[config.mk]
export PLATFORM = sky130hd
export DESIGN_NAME = ctrl_sequencer_flat
export DESIGN_NICKNAME = d
export VERILOG_FILES = /design/src/rtl/ctrl_sequencer_pkg.sv /design/src/rtl/ctrl_sequencer_if.sv /design/src/rtl/ctrl_sequencer_hazard_tracker.sv /design/src/rtl/ctrl_sequencer.sv /design/src/flat_wrapper.sv
export SDC_FILE = /design/constraint.sdc
export NUM_CORES = 1
export LEC_CHECK = 0
export BUFFER_PORTS_ARGS = -buffer_cell sky130_fd_sc_hd__buf_2
export CAP_MARGIN = 20
export CELL_PAD_IN_SITES_DETAIL_PLACEMENT = 1
export CELL_PAD_IN_SITES_GLOBAL_PLACEMENT = 1
export CORE_UTILIZATION = 30
export CTS_CLUSTER_SIZE = 20
export DETAILED_ROUTE_END_ITERATION = 16
export PLACE_DENSITY_LB_ADDON = 0.25
export REMOVE_ABC_BUFFERS = 1
export SKIP_LAST_GASP = 1
export SLEW_MARGIN = 10
export SYNTH_ARGS = -nofsm -noshare
export SYNTH_HDL_FRONTEND = slang
export SYNTH_SLANG_ARGS = --single-unit
[constraint.sdc]
create_clock -name clk -period 1.2 [get_ports clk]
set_input_delay 0.06 -clock clk [delete_from_list [all_inputs] [get_ports clk]]
set_output_delay 0.06 -clock clk [all_outputs]
set_load 0.02 [all_outputs]
[src/rtl/ctrl_sequencer_pkg.sv]
// ctrl_pkg: opcode, ALU-select and FSM encodings plus the instruction decode helper
// shared by ctrl_sequencer, its interface and hazard_tracker.
package ctrl_pkg;

   localparam int PIPE_DEPTH_DEF = 4;
   localparam int NREG           = 16;
   localparam int RW             = $clog2(NREG);

   typedef enum logic [3:0] {
      OP_NOP   = 4'd0,
      OP_ADD   = 4'd1,
      OP_SUB   = 4'd2,
      OP_AND   = 4'd3,
      OP_OR    = 4'd4,
      OP_LOAD  = 4'd5,
      OP_STORE = 4'd6,
      OP_HALT  = 4'd15
   } op_e;

   localparam logic [1:0] ALU_ADD = 2'b00;
   localparam logic [1:0] ALU_SUB = 2'b01;
   localparam logic [1:0] ALU_AND = 2'b10;
   localparam logic [1:0] ALU_OR  = 2'b11;

   typedef enum logic [1:0] {ST_RUN, ST_STALL, ST_DRAIN, ST_HALT} state_e;

   typedef struct packed {
      logic [1:0] alu_sel;
      logic       reg_we;
      logic       mem_we;
      logic       mem_to_reg;
      logic       mem_op;
      logic       src_a_vld;   // rs1, or rd for STORE
      logic       src_b_vld;   // rs2
      logic       halt;
      logic       undef;
   } dec_t;

   typedef struct packed {
      logic [1:0] alu_sel;
      logic       reg_we;
      logic       mem_we;
      logic       mem_to_reg;
      logic       mem_op;
      logic       pc_en;
      logic       bubble;
      logic       halted;
   } ctl_out_t;

   function automatic dec_t decode(input logic [3:0] op);
      dec_t d;
      d = '0;
      case (op)
         OP_NOP:   ;
         OP_ADD:   begin d.reg_we = 1'b1; d.alu_sel = ALU_ADD; d.src_a_vld = 1'b1; d.src_b_vld = 1'b1; end
         OP_SUB:   begin d.reg_we = 1'b1; d.alu_sel = ALU_SUB; d.src_a_vld = 1'b1; d.src_b_vld = 1'b1; end
         OP_AND:   begin d.reg_we = 1'b1; d.alu_sel = ALU_AND; d.src_a_vld = 1'b1; d.src_b_vld = 1'b1; end
         OP_OR:    begin d.reg_we = 1'b1; d.alu_sel = ALU_OR;  d.src_a_vld = 1'b1; d.src_b_vld = 1'b1; end
         OP_LOAD:  begin d.reg_we = 1'b1; d.mem_op = 1'b1; d.mem_to_reg = 1'b1; end
         OP_STORE: begin d.mem_we = 1'b1; d.mem_op = 1'b1; d.src_a_vld = 1'b1; end
         OP_HALT:  d.halt = 1'b1;
         default:  d.undef = 1'b1;
      endcase
      return d;
   endfunction

endpackage

[src/rtl/ctrl_sequencer_if.sv]
// ctrl_sequencer_if: instruction fields in, datapath control strobes out.
// master = fetch/datapath side, slave = ctrl_sequencer.
interface ctrl_sequencer_if;
   import ctrl_pkg::*;

   logic [3:0]    opcode;
   logic [RW-1:0] rd;
   logic [RW-1:0] rs1;
   logic [RW-1:0] rs2;
   logic [2:0]    flag;
   logic [1:0]    alu_sel;
   logic          reg_write_en;
   logic          mem_write_en;
   logic          mem_to_reg;
   logic          mem_op;
   logic          pc_en;
   logic          bubble;
   logic          halted;
   logic          illegal;
   logic [2:0]    flag_q;

   modport master (
      output opcode, rd, rs1, rs2, flag,
      input  alu_sel, reg_write_en, mem_write_en, mem_to_reg, mem_op,
             pc_en, bubble, halted, illegal, flag_q
   );

   modport slave (
      input  opcode, rd, rs1, rs2, flag,
      output alu_sel, reg_write_en, mem_write_en, mem_to_reg, mem_op,
             pc_en, bubble, halted, illegal, flag_q
   );
endinterface

[src/rtl/ctrl_sequencer_hazard_tracker.sv]
// hazard_tracker: raises o_stall while the current instruction may not issue.
// SCOREBOARD_EN defined: in-flight destination scoreboard; undefined: fixed issue-interval counter.
module hazard_tracker
   import ctrl_pkg::*;
#(
   parameter int PIPE_DEPTH = PIPE_DEPTH_DEF
) (
   input  logic          clk,
   input  logic          rst,
   input  logic          i_issue,
   input  logic          i_dest_vld,
   input  logic [RW-1:0] i_dest,
   input  logic          i_src_a_vld,
   input  logic [RW-1:0] i_src_a,
   input  logic          i_src_b_vld,
   input  logic [RW-1:0] i_src_b,
   output logic          o_stall
);
`ifdef SCOREBOARD_EN
   localparam int N = PIPE_DEPTH - 1;

   logic [N-1:0]         r_vld;
   logic [N-1:0][RW-1:0] r_rd;

   // Entry i holds the writer issued i+1 cycles ago; bubbles shift in valid=0.
   always_ff @(posedge clk or posedge rst) begin
      if (rst) begin
         r_vld <= '0;
         r_rd  <= '0;
      end else begin
         r_vld[0] <= i_issue & i_dest_vld;
         r_rd[0]  <= i_dest;
         for (int i = 1; i < N; i++) begin
            r_vld[i] <= r_vld[i-1];
            r_rd[i]  <= r_rd[i-1];
         end
      end
   end

   always_comb begin
      o_stall = 1'b0;
      for (int i = 0; i < N; i++)
         if (r_vld[i] && ((i_src_a_vld && r_rd[i] == i_src_a) ||
                          (i_src_b_vld && r_rd[i] == i_src_b)))
            o_stall = 1'b1;
   end
`else
   localparam int CW = $clog2(PIPE_DEPTH);

   logic [CW-1:0] r_cnt;
   logic          w_unused;

   always_ff @(posedge clk or posedge rst) begin
      if (rst)                r_cnt <= '0;
      else if (i_issue)       r_cnt <= CW'(PIPE_DEPTH - 1);
      else if (r_cnt != '0)   r_cnt <= r_cnt - CW'(1);
   end

   assign o_stall  = (r_cnt != '0);
   assign w_unused = ^{i_dest_vld, i_dest, i_src_a_vld, i_src_a, i_src_b_vld, i_src_b};
`endif
endmodule

[src/rtl/ctrl_sequencer.sv]
// ctrl_sequencer: decodes instruction fields into registered datapath strobes and paces issue
// around RAW hazards; SCOREBOARD_EN selects the scoreboard flavour of hazard_tracker.
module ctrl_sequencer
   import ctrl_pkg::*;
#(
   parameter int PIPE_DEPTH = PIPE_DEPTH_DEF
) (
   input  logic            clk,
   input  logic            rst,
   ctrl_sequencer_if.slave bus
);
   localparam int CW = $clog2(PIPE_DEPTH);

   state_e        r_state, w_next;
   ctl_out_t      r_out, w_out;
   logic [CW-1:0] r_drain, w_drain_nxt;
   logic          r_illegal;
   logic [2:0]    r_flag_q;
   dec_t          w_dec;
   logic          w_stall, w_issue;
   logic [RW-1:0] w_src_a;

   assign w_dec   = decode(bus.opcode);
   assign w_src_a = w_dec.mem_we ? bus.rd : bus.rs1;

   hazard_tracker #(.PIPE_DEPTH(PIPE_DEPTH)) u_haz (
      .clk         (clk),
      .rst         (rst),
      .i_issue     (w_issue),
      .i_dest_vld  (w_dec.reg_we),
      .i_dest      (bus.rd),
      .i_src_a_vld (w_dec.src_a_vld),
      .i_src_a     (w_src_a),
      .i_src_b_vld (w_dec.src_b_vld),
      .i_src_b     (bus.rs2),
      .o_stall     (w_stall)
   );

   always_comb begin
      w_next      = r_state;
      w_out       = '0;
      w_issue     = 1'b0;
      w_drain_nxt = r_drain;
      case (r_state)
         ST_RUN, ST_STALL: begin
            if (w_stall) begin
               w_next       = ST_STALL;
               w_out.bubble = 1'b1;
            end else begin
               w_issue          = 1'b1;
               w_out.alu_sel    = w_dec.alu_sel;
               w_out.reg_we     = w_dec.reg_we;
               w_out.mem_we     = w_dec.mem_we;
               w_out.mem_to_reg = w_dec.mem_to_reg;
               w_out.mem_op     = w_dec.mem_op;
               w_out.pc_en      = ~w_dec.halt;
               w_next           = w_dec.halt ? ST_DRAIN : ST_RUN;
               w_drain_nxt      = CW'(PIPE_DEPTH - 2);
            end
         end
         // PIPE_DEPTH-1 bubble cycles let the instructions ahead of HALT retire.
         ST_DRAIN: begin
            w_out.bubble = 1'b1;
            if (r_drain == '0) w_next = ST_HALT;
            else               w_drain_nxt = r_drain - CW'(1);
         end
         ST_HALT: begin
            w_out.bubble = 1'b1;
            w_out.halted = 1'b1;
         end
         default: w_next = ST_RUN;
      endcase
   end

   always_ff @(posedge clk or posedge rst) begin
      if (rst) begin
         r_state   <= ST_RUN;
         r_out     <= '0;
         r_drain   <= '0;
         r_illegal <= 1'b0;
         r_flag_q  <= '0;
      end else begin
         r_state <= w_next;
         r_out   <= w_out;
         r_drain <= w_drain_nxt;
         if (w_issue)                r_flag_q  <= bus.flag;
         if (w_issue && w_dec.undef) r_illegal <= 1'b1;
      end
   end

   assign bus.alu_sel      = r_out.alu_sel;
   assign bus.reg_write_en = r_out.reg_we;
   assign bus.mem_write_en = r_out.mem_we;
   assign bus.mem_to_reg   = r_out.mem_to_reg;
   assign bus.mem_op       = r_out.mem_op;
   assign bus.pc_en        = r_out.pc_en;
   assign bus.bubble       = r_out.bubble;
   assign bus.halted       = r_out.halted;
   assign bus.illegal      = r_illegal;
   assign bus.flag_q       = r_flag_q;
endmodule

[src/flat_wrapper.sv]
// flat-port wrapper written by rule: the top's interface ports become plain ports
module ctrl_sequencer_flat import ctrl_pkg::*;
#(
   parameter int PIPE_DEPTH = PIPE_DEPTH_DEF
)
  (clk, rst, bus_opcode, bus_rd, bus_rs1, bus_rs2, bus_flag, bus_alu_sel, bus_reg_write_en, bus_mem_write_en, bus_mem_to_reg, bus_mem_op, bus_pc_en, bus_bubble, bus_halted, bus_illegal, bus_flag_q);
  ctrl_sequencer_if bus_i ();
  input  logic clk;
  input  logic rst;
  input wire logic [$bits(bus_i.opcode)-1:0] bus_opcode;
  input wire logic [$bits(bus_i.rd)-1:0] bus_rd;
  input wire logic [$bits(bus_i.rs1)-1:0] bus_rs1;
  input wire logic [$bits(bus_i.rs2)-1:0] bus_rs2;
  input wire logic [$bits(bus_i.flag)-1:0] bus_flag;
  output wire logic [$bits(bus_i.alu_sel)-1:0] bus_alu_sel;
  output wire logic [$bits(bus_i.reg_write_en)-1:0] bus_reg_write_en;
  output wire logic [$bits(bus_i.mem_write_en)-1:0] bus_mem_write_en;
  output wire logic [$bits(bus_i.mem_to_reg)-1:0] bus_mem_to_reg;
  output wire logic [$bits(bus_i.mem_op)-1:0] bus_mem_op;
  output wire logic [$bits(bus_i.pc_en)-1:0] bus_pc_en;
  output wire logic [$bits(bus_i.bubble)-1:0] bus_bubble;
  output wire logic [$bits(bus_i.halted)-1:0] bus_halted;
  output wire logic [$bits(bus_i.illegal)-1:0] bus_illegal;
  output wire logic [$bits(bus_i.flag_q)-1:0] bus_flag_q;
  assign bus_i.opcode = bus_opcode;
  assign bus_i.rd = bus_rd;
  assign bus_i.rs1 = bus_rs1;
  assign bus_i.rs2 = bus_rs2;
  assign bus_i.flag = bus_flag;
  assign bus_alu_sel = bus_i.alu_sel;
  assign bus_reg_write_en = bus_i.reg_write_en;
  assign bus_mem_write_en = bus_i.mem_write_en;
  assign bus_mem_to_reg = bus_i.mem_to_reg;
  assign bus_mem_op = bus_i.mem_op;
  assign bus_pc_en = bus_i.pc_en;
  assign bus_bubble = bus_i.bubble;
  assign bus_halted = bus_i.halted;
  assign bus_illegal = bus_i.illegal;
  assign bus_flag_q = bus_i.flag_q;
  ctrl_sequencer #(.PIPE_DEPTH(PIPE_DEPTH)) u_core (.clk(clk), .rst(rst), .bus(bus_i));
endmodule
==> results of run 1 <==
[critical path: cells and delay by family, from the launching register on]
family	cells	cell delay (ns)
buffers and inverters	1	0.08
adders and majority gates	1	0.13
muxes	1	0.26
DFF	1	0.39
and+or+nand+nor	2	0.26
[synth_stat cells]
library cell	number	area [um2]
a21oi_1	3	15.01
a21o_1	1	7.510
inv_2	1	3.750
xnor2_1	1	8.760
nor2_1	4	15.01
inv_1	5	18.77
a22oi_1	1	7.510
and2_1	1	6.260
dfrtp_1	19	475.5
and2b_4	1	10.01
buf_2	2	10.01
a31o_2	1	8.760
mux2_2	2	22.52
and3_1	2	12.51
xor2_1	2	17.52
ha_1	2	25.02
nor3b_2	1	12.51
and4b_1	1	10.01
nand3b_1	1	7.510
nor3b_1	1	7.510
nand2b_1	1	6.260
nand2_1	12	45.04
nor3_1	3	15.01
[cell families after synthesis]
family / count (synthesis)
AO/OA/AOI/OAI: 6
flip-flops: 19
multiplexers: 2
XOR/XNOR: 3
adder cells (fa/ha/maj): 2
buffers and inverters: 8
AND/OR/NAND/NOR: 28
[through the flow]
stage | power, uW | utilization (%)
final | 2369 | 48.19
after global routing | 2557 | 48.19
after CTS | 2271 | 46.09
after detailed placement | 1832 | 41.34
after global placement | 1764 | 41.34
after floorplan | 1436 | -
[power by group]
group          switching [uW]  total (uW)  internal (uW)
clock                     185         314            129
sequential                109         945            836
combinational             556        1110            555
total                     849        2370           1520
[final cells by class]
type	instances	area, um2	area share [%]
clock buffers	4	26.28	2.352
multi-input cells	41	339.1	30.35
inverters	6	25.02	2.240
well taps	28	35.03	3.136
flip-flops and latches	19	475.5	42.55
repair buffers	34	216.5	19.37
[layer usage]
| layer | track usage, % | wire length [um] |
|---|---|---|
| met1 | 16.10 | 724 |
| met2 | 26.58 | 891 |
| met3 | 3.478 | 59 |
| met4 | 6.579 | 14 |
| met5 | 0 | 0 |
[worst max-delay path by stage]
stage,startpoint,to,slack [ns],cells past startpoint
2_1_floorplan,u_core.u_haz.r_cnt[0]$_DFFE_PP0P_,u_core.r_drain[0]$_DFFE_PP0P_,-0.02,5
3_3_place_gp,u_core.u_haz.r_cnt[0]$_DFFE_PP0P_,u_core.bus.reg_write_en$_DFF_PP0_,-0.03,5
3_5_place_dp,u_core.u_haz.r_cnt[1]$_DFFE_PP0P_,u_core.bus.reg_write_en$_DFF_PP0_,-0.08,5
4_1_cts,u_core.u_haz.r_cnt[1]$_DFFE_PP0P_,u_core.r_drain[0]$_DFFE_PP0P_,-0.04,5
5_1_grt,u_core.u_haz.r_cnt[0]$_DFFE_PP0P_,u_core.r_drain[0]$_DFFE_PP0P_,-0.06,5
6_report,u_core.u_haz.r_cnt[0]$_DFFE_PP0P_,u_core.r_drain[0]$_DFFE_PP0P_,-0.01,5
[timing repair]
action / CTS / global route
resized for setup: 11 / 13
hold buffers: 4 / 0
endpoints found under the setup margin: 11 / 14
pin swaps: 6 / 8
setup buffers: 1 / 0
hold endpoints to repair: 22 / 0
==> metrics.txt, run 1 <==
hpwl dp=~1200 um; Reg-to-Reg Start=u_core.u_haz.r_cnt[0]$_DFFE_PP0P_; max reg flops=3; DRC Markers=0; Avg Synthesized Cell Area=approximately 11 um2; post-synthesis cell type count=23; leakage=approximately 0.00056 uW; Skew-Pair Late Insertion Delay=0.29 ns; dpl ws=-0.07566 ns; worst hold start=bus_opcode[0]; Slew @ Worst Pin=0.2405 ns; # placed instances=123; Post-Synth XOR/XNOR Area=3.420%; worst hold-check path type=primary input to register; crit start category=register; worst path cell trace=inv_2 > ha_4 > and2b_4 > nor2_2 > mux2_4; post-synthesis mux area share=2.932%; Reg2Reg Setup Slack=-0.01 ns; WHS Path Cells=2; slowest stage delay, CP=roughly 0.39 ns; fin cells=between 100 and 150; fillers=268; H-Tree Depth=1; FF+latch count, synth=19; Worst-path clk slew=between 0.1 and 0.15 ns; most common cell after layout, fill and taps aside=buf_2; # clock sinks=19; area post-placement=between 900 and 1000 um2; first-pass iteration count of the detailed router=1; setup ws final=-0.01102 ns; WL/cell=between 10 and 15 um; CP max-delay cell=dfrtp_1; Slew headroom=between 80 and 90%; via count=approximately 600; final hold slack=between 0.02 and 0.03 ns; vias in the first global route=around 650; Hold Path Sink=u_core.bus.alu_sel[0]$_DFF_PP0_; crit path max fanout=4; adder-cell share of the synthesized area=around 3.3%; CTS tree=built; maximum vdd ir drop=0.9629 mV; Bufs on Longest Clock Path=2; total grt overflow=0; final-stage net count=between 100 and 150; Setup Skew=about 0.0056 ns; Final Cycle Share=100.9%; fin crit period=1.211 ns; Setup TNS Final=-0.01102 ns; chip width=~53 um; Critical Path AT=approximately 1.4 ns; fmax=between 0.8 and 0.9 GHz; Compound-Gate Fraction of Synth Area=5.049%; Max Cap Violations=0; global-route wire length before repair=~2800 um; fin area=1117 um2; starting density of the core=between 30% and 40%; synthesized cell area=roughly 770 um2; outcome=complete, but fails checks; Final ANT Viol Nets=0; Hold Violations, Final=0; Slew Limit Fails=0; failing checks=setup timing; antenna violations before repair=0; # setup viols final=1; standard-cell row count=17; Core Footprint=between 2000 and 2500 um2; Layout area overhead=45.44%; power per cell area=between 2000 and 2500 nW/um2; largest net degree at the start of global routing=20; Total GRT Usage=14.75%; die area=approximately 2800 um2; total wire length=~1700 um; CTS Buf Count=3; Synth Area in Simple Gates=between 10% and 20%; Port Buffers=21; RR Endpoint=u_core.r_drain[0]$_DFFE_PP0P_; vias per inst=about 4.6; Routability Congestion=approximately 0.63; Critical Path Sink Type=register; RSZ-0062 raised after global routing=yes; Worst Reg-to-Reg Cells=5; Setup Crit Path Kind=register to register; n_diodes=0; Die H=52.61 um; CP required=about 1.4 ns; # IOs=34; Ys Warns=0; CTS root buf=clkbuf_4; Cells after Synth=between 60 and 70; most frequent cells in the layout=buf_2 (21), dfrtp_1 (19), nand2_1 (9); share of cells above drive strength 1=between 50% and 60%; combinational family with the most area after synthesis=simple AND/OR/NAND/NOR gates; DR iter-0 viols=0; register area share after synthesis=approximately three fifths
Power figures use the tool's default switching activity.
==> inputs of run 2 (changes only) <==
--- a/config.mk
+++ b/config.mk
@@ -5,13 +5,13 @@
 export SDC_FILE = /design/constraint.sdc
 export NUM_CORES = 1
 export LEC_CHECK = 0
-export BUFFER_PORTS_ARGS = -buffer_cell sky130_fd_sc_hd__buf_2
 export CAP_MARGIN = 20
 export CELL_PAD_IN_SITES_DETAIL_PLACEMENT = 1
 export CELL_PAD_IN_SITES_GLOBAL_PLACEMENT = 1
-export CORE_UTILIZATION = 30
+export CORE_UTILIZATION = 35
 export CTS_CLUSTER_SIZE = 20
 export DETAILED_ROUTE_END_ITERATION = 16
+export DONT_BUFFER_PORTS = 1
 export PLACE_DENSITY_LB_ADDON = 0.25
 export REMOVE_ABC_BUFFERS = 1
 export SKIP_LAST_GASP = 1
==> metrics.txt, run 2 (synthesized netlist as in run 1, its figures left out) <==
outcome=complete, but fails checks; failing checks=setup timing; leakage=roughly 0.0005 uW; Worst-path clk slew=0.11 ns; # clock sinks=19; # setup viols final=2; DRC Markers=0; via count=approximately 540; Layout area overhead=37.62%; Slew @ Worst Pin=around 0.30 ns; Slew Limit Fails=0; Routability Congestion=between 0.7 and 0.8; share of cells above drive strength 1=between 30% and 40%; CP max-delay cell=dfrtp_1; CTS root buf=clkbuf_4; most common cell after layout, fill and taps aside=dfrtp_1; fin util=52.29%; fillers=226; H-Tree Depth=1; most frequent cells in the layout=dfrtp_1 (19), dlygate4sd3_1 (9), buf_4 (9); Worst Reg-to-Reg Cells=5; antenna violations before repair=0; fin crit period=roughly 1.3 ns; vias in the first global route=about 580; crit start category=register; hpwl dp=between 1000 and 1500 um; slowest stage delay, CP=roughly 0.36 ns; Critical Path AT=around 1.5 ns; worst path cell trace=inv_1 > ha_2 > nor3b_4 > nor2_2 > mux2_4; chip width=48.85 um; area post-placement=844.6 um2; Core Footprint=just over 2000 um2; vias per inst=4.664; Port Buffers=0; starting density of the core=38.00%; # IOs=34; RSZ-0062 raised after global routing=yes; standard-cell row count=16; total grt overflow=0; WHS Path Cells=2; CTS Buf Count=3; Total GRT Usage=roughly 16%; max reg flops=3; Die H=around 50 um; fin area=between 1000 and 1500 um2; worst hold-check path type=primary input to register; n_diodes=0; maximum vdd ir drop=approximately 1.1 mV; Final ANT Viol Nets=0; global-route wire length before repair=about 2800 um; fmax=between 0.7 and 0.8 GHz; Skew-Pair Late Insertion Delay=0.30 ns; Setup Skew=0.005139 ns; Setup TNS Final=-0.07121 ns; total wire length=roughly 1800 um; Bufs on Longest Clock Path=2; CP required=1.39 ns; final-stage net count=between 100 and 150; Critical Path Sink Type=register; crit path max fanout=2; WL/cell=around 15 um; largest net degree at the start of global routing=14; Final Cycle Share=104.9%; Hold Violations, Final=0; DR iter-0 viols=5; die area=2386 um2; setup ws final=-0.05927 ns; Max Cap Violations=0; first-pass iteration count of the detailed router=4; power per cell area=~2200 nW/um2; Setup Crit Path Kind=register to register; CTS tree=built; Slew headroom=between 70% and 80%
run 2: cell types whose count changed in the layout (fill, tap and decap cells not counted), sizes merged:
cell / previous run / this run
buf: 30 / 10
dlygate4sd3: 4 / 9
run 2: worst max-delay path, delay by kind of cell (launching register included):
| family | cells | cell delay, ns |
|---|---|---|
| adder cells (fa/ha/maj) | 1 | 0.20 |
| buffers and inverters | 1 | 0.05 |
| flip-flops | 1 | 0.36 |
| multiplexers | 1 | 0.26 |
| AND/OR/NAND/NOR | 2 | 0.28 |
run 2: cell type report:
| type | instances | area (um2) | area share (%) |
|---|---|---|---|
| inverter | 6 | 22.52 | 2.130 |
| clock buffer | 4 | 26.28 | 2.485 |
| tap | 27 | 33.78 | 3.195 |
| sequential | 19 | 475.5 | 44.97 |
| multi-input combinational | 41 | 330.3 | 31.24 |
| timing repair buffer | 19 | 168.9 | 15.98 |
run 2: layer usage:
| layer | routed length (um) | vias to the layer above | GRT usage (%) |
|---|---|---|---|
| met5 | 0 | - | 0 |
| met4 | 32 | 0 | 8.824 |
| met3 | 73 | 4 | 3.738 |
| met2 | 883 | 13 | 25.23 |
| met1 | 796 | 263 | 20.33 |
| li1 | - | 261 | - |
run 2: power by group:
part	switching (uW)	leakage [uW]	internal, uW
clock	205	0.0000150	130
sequential	264	0.000231	836
combinational	377	0.000245	502
total	846	0.000492	1470
run 2: final timing paths:
| check | from | to | slack [ns] |
|---|---|---|---|
| setup / recovery | u_core.r_drain[0]$_DFFE_PP0P_ | u_core.r_drain[0]$_DFFE_PP0P_ | -0.06 |
| hold / removal | bus_opcode[0] | u_core.bus.pc_en$_DFF_PP0_ | 0.08 |
| setup reg to reg | u_core.r_drain[0]$_DFFE_PP0P_ | u_core.r_drain[0]$_DFFE_PP0P_ | -0.06 |
| hold reg to reg | u_core.r_drain[1]$_DFFE_PP0P_ | u_core.r_drain[1]$_DFFE_PP0P_ | 0.55 |
| max in group asynchronous | rst | u_core.r_state[0]$_DFFE_PP0P_ | 0.62 |
| min in group asynchronous | rst | u_core.bus.alu_sel[0]$_DFF_PP0_ | 0.11 |
run 2: through the flow:
step	worst slack (ns)	total power, uW	instances	hold WS, ns
floorplan	-0.02098	1436	66	0.01113
global placement	-0.01743	1628	100	-0.1073
detailed placement	-0.07121	1675	100	-0.1019
CTS	-0.04305	2177	114	0.01140
global route	-0.1130	2473	116	0.09141
finish	-0.05927	2314	116	0.08096
run 2: timing repair:
item / 4_1_cts / 5_1_grt
pin swaps: 6 / 3
setup endpoints to repair: 12 / 14
endpoints found under the hold margin: 31 / 2
buffers inserted: 2 / 1
hold buffers: 8 / 1
gates resized for setup: 12 / 10
==> inputs of run 3 (changes only) <==
--- a/config.mk
+++ b/config.mk
@@ -6,8 +6,7 @@
 export NUM_CORES = 1
 export LEC_CHECK = 0
 export CAP_MARGIN = 20
-export CELL_PAD_IN_SITES_DETAIL_PLACEMENT = 1
-export CELL_PAD_IN_SITES_GLOBAL_PLACEMENT = 1
+export CORE_MARGIN = 3
 export CORE_UTILIZATION = 35
 export CTS_CLUSTER_SIZE = 20
 export DETAILED_ROUTE_END_ITERATION = 16
==> metrics.txt, run 3 (synthesized netlist as in run 1, its figures left out) <==
outcome=complete, but fails checks; failing checks=setup timing; worst path cell trace=inv_2 > ha_4 > and2b_4 > nor2_2 > mux2_4; Skew-Pair Late Insertion Delay=~0.3 ns; Port Buffers=0; Reg2Reg Setup Slack=-0.03 ns; Max Cap Violations=0; vias per inst=between 4 and 5; Worst-path clk slew=0.10 ns; CP required=between 1 and 1.5 ns; crit path capture=u_core.r_drain[0]$_DFFE_PP0P_; Critical Path AT=~1.4 ns; # placed instances=100; Final ANT Viol Nets=0; Slew Limit Fails=0; Bufs on Longest Clock Path=2; # IOs=34; n_diodes=0; Worst Reg-to-Reg Cells=5; H-Tree Depth=1; Worst Setup SP=u_core.u_haz.r_cnt[0]$_DFFE_PP0P_; WL/cell=about 13 um; most frequent cells in the layout=dfrtp_1 (19), dlygate4sd3_1 (10), buf_4 (10); die area=roughly 2800 um2; largest net degree at the start of global routing=20; Final Cycle Share=102.8%; maximum vdd ir drop=1.065 mV; fmax=between 0.8 and 0.9 GHz; via count=approximately 550; hpwl dp=936.9 um; first-pass iteration count of the detailed router=2; Total GRT Usage=13.32%; WHS Path Cells=2; DR iter-0 viols=3; leakage=around 0.00050 uW; setup ws final=-0.03419 ns; Core Footprint=roughly 2000 um2; Critical Path Sink Type=register; total grt overflow=0; CTS Buf Count=3; dpl ws=-0.08055 ns; worst hold-check path type=primary input to register; antenna violations before repair=0; Slew headroom=between 80% and 90%; global-route wire length before repair=about 2600 um; DRC Markers=0; RR Endpoint=u_core.r_drain[0]$_DFFE_PP0P_; Routability Congestion=~0.65; most common cell after layout, fill and taps aside=dfrtp_1; Die H=52.85 um; Slew @ Worst Pin=between 0.2 and 0.3 ns; standard-cell row count=16; # setup viols final=1; crit path max fanout=4; max reg flops=3; final hold slack=0.01710 ns; crit start category=register; Reg-to-Reg Start=u_core.u_haz.r_cnt[0]$_DFFE_PP0P_; share of cells above drive strength 1=roughly 36%; fin cells=between 100 and 150; Setup Skew=~0.0029 ns; power per cell area=roughly 2100 nW/um2; CP max-delay cell=dfrtp_1; final-stage net count=around 120; Hold Violations, Final=0; CTS root buf=clkbuf_4; total wire length=between 1500 and 2000 um; CTS tree=built; vias in the first global route=between 500 and 600; RSZ-0062 raised after global routing=yes; # clock sinks=19; fin crit period=between 1 and 1.5 ns; Setup Crit Path Kind=register to register; Layout area overhead=39.41%; chip width=around 53 um; fillers=roughly 190; slowest stage delay, CP=around 0.4 ns; starting density of the core=between 30% and 40%
## run 3: worst min-delay path by stage
| stage | start | to | slack, ns |
|---|---|---|---|
| after global placement | rst | u_core.bus.mem_op$_DFF_PP0_ | -0.01 |
| after global routing | bus_opcode[3] | u_core.bus.illegal$_DFFE_PP0P_ | 0.02 |
| after CTS | bus_opcode[0] | u_core.bus.reg_write_en$_DFF_PP0_ | 0.001 |
| after detailed placement | rst | u_core.bus.mem_to_reg$_DFF_PP0_ | -0.01 |
| after floorplan | rst | u_core.bus.alu_sel[0]$_DFF_PP0_ | 0.01 |
| final | bus_opcode[3] | u_core.bus.illegal$_DFFE_PP0P_ | 0.02 |
## run 3: repair_timing
action | in CTS | in global routing
hold endpoints to repair | 30 | 4
resized for setup | 12 | 7
endpoints found under the setup margin | 13 | 13
hold buffers | 8 | 2
pin swaps | 7 | 2
buffers inserted | 0 | 4
## run 3: through the flow
stage / power [uW] / setup TNS [ns] / util (%) / instance area (um2)
2_1_floorplan: 1436 / -0.02098 / - / 758.2
3_3_place_gp: 1634 / -0.1409 / 41.77 / 844.6
3_5_place_dp: 1663 / -0.4614 / 41.77 / 844.6
4_1_cts: 2131 / -0.3087 / 48.95 / 989.7
5_1_grt: 2448 / -0.2778 / 52.97 / 1071
6_report: 2287 / -0.03419 / 52.97 / 1071
## run 3: power by group
group	internal, uW	switching (uW)	leakage, uW
Sequential	836	248	0.000231
Combinational	508	369	0.000256
Clock	130	195	0.0000150
## run 3: layer usage
metal / part of all wire (%) / wire [um] / track usage (%) / vias to the layer above
met5: 0 / 0 / 0 / -
met3: 5.9 / 91 / 4.225 / 5
met4: 2.5 / 39 / 7.660 / 0
met1: 41 / 631 / 13.26 / 265
li1: - / - / - / 267
met2: 51 / 788 / 23.97 / 15
## run 3: cell type report
| type | count | area [um2] | area share, % |
|---|---|---|---|
| Tap cell | 27 | 33.78 | 3.154 |
| Clock buffer | 4 | 26.28 | 2.453 |
| Multi-Input combinational cell | 41 | 324.1 | 30.26 |
| Sequential cell | 19 | 475.5 | 44.39 |
| Inverter | 6 | 25.02 | 2.336 |
| Timing Repair Buffer | 21 | 186.4 | 17.41 |
## run 3: critical path, delay by kind of cell (launching register included)
family	cells	cell delay [ns]
fa+ha+maj	1	0.14
buf+inv	1	0.08
flops	1	0.39
mux	1	0.25
simple gates	2	0.27
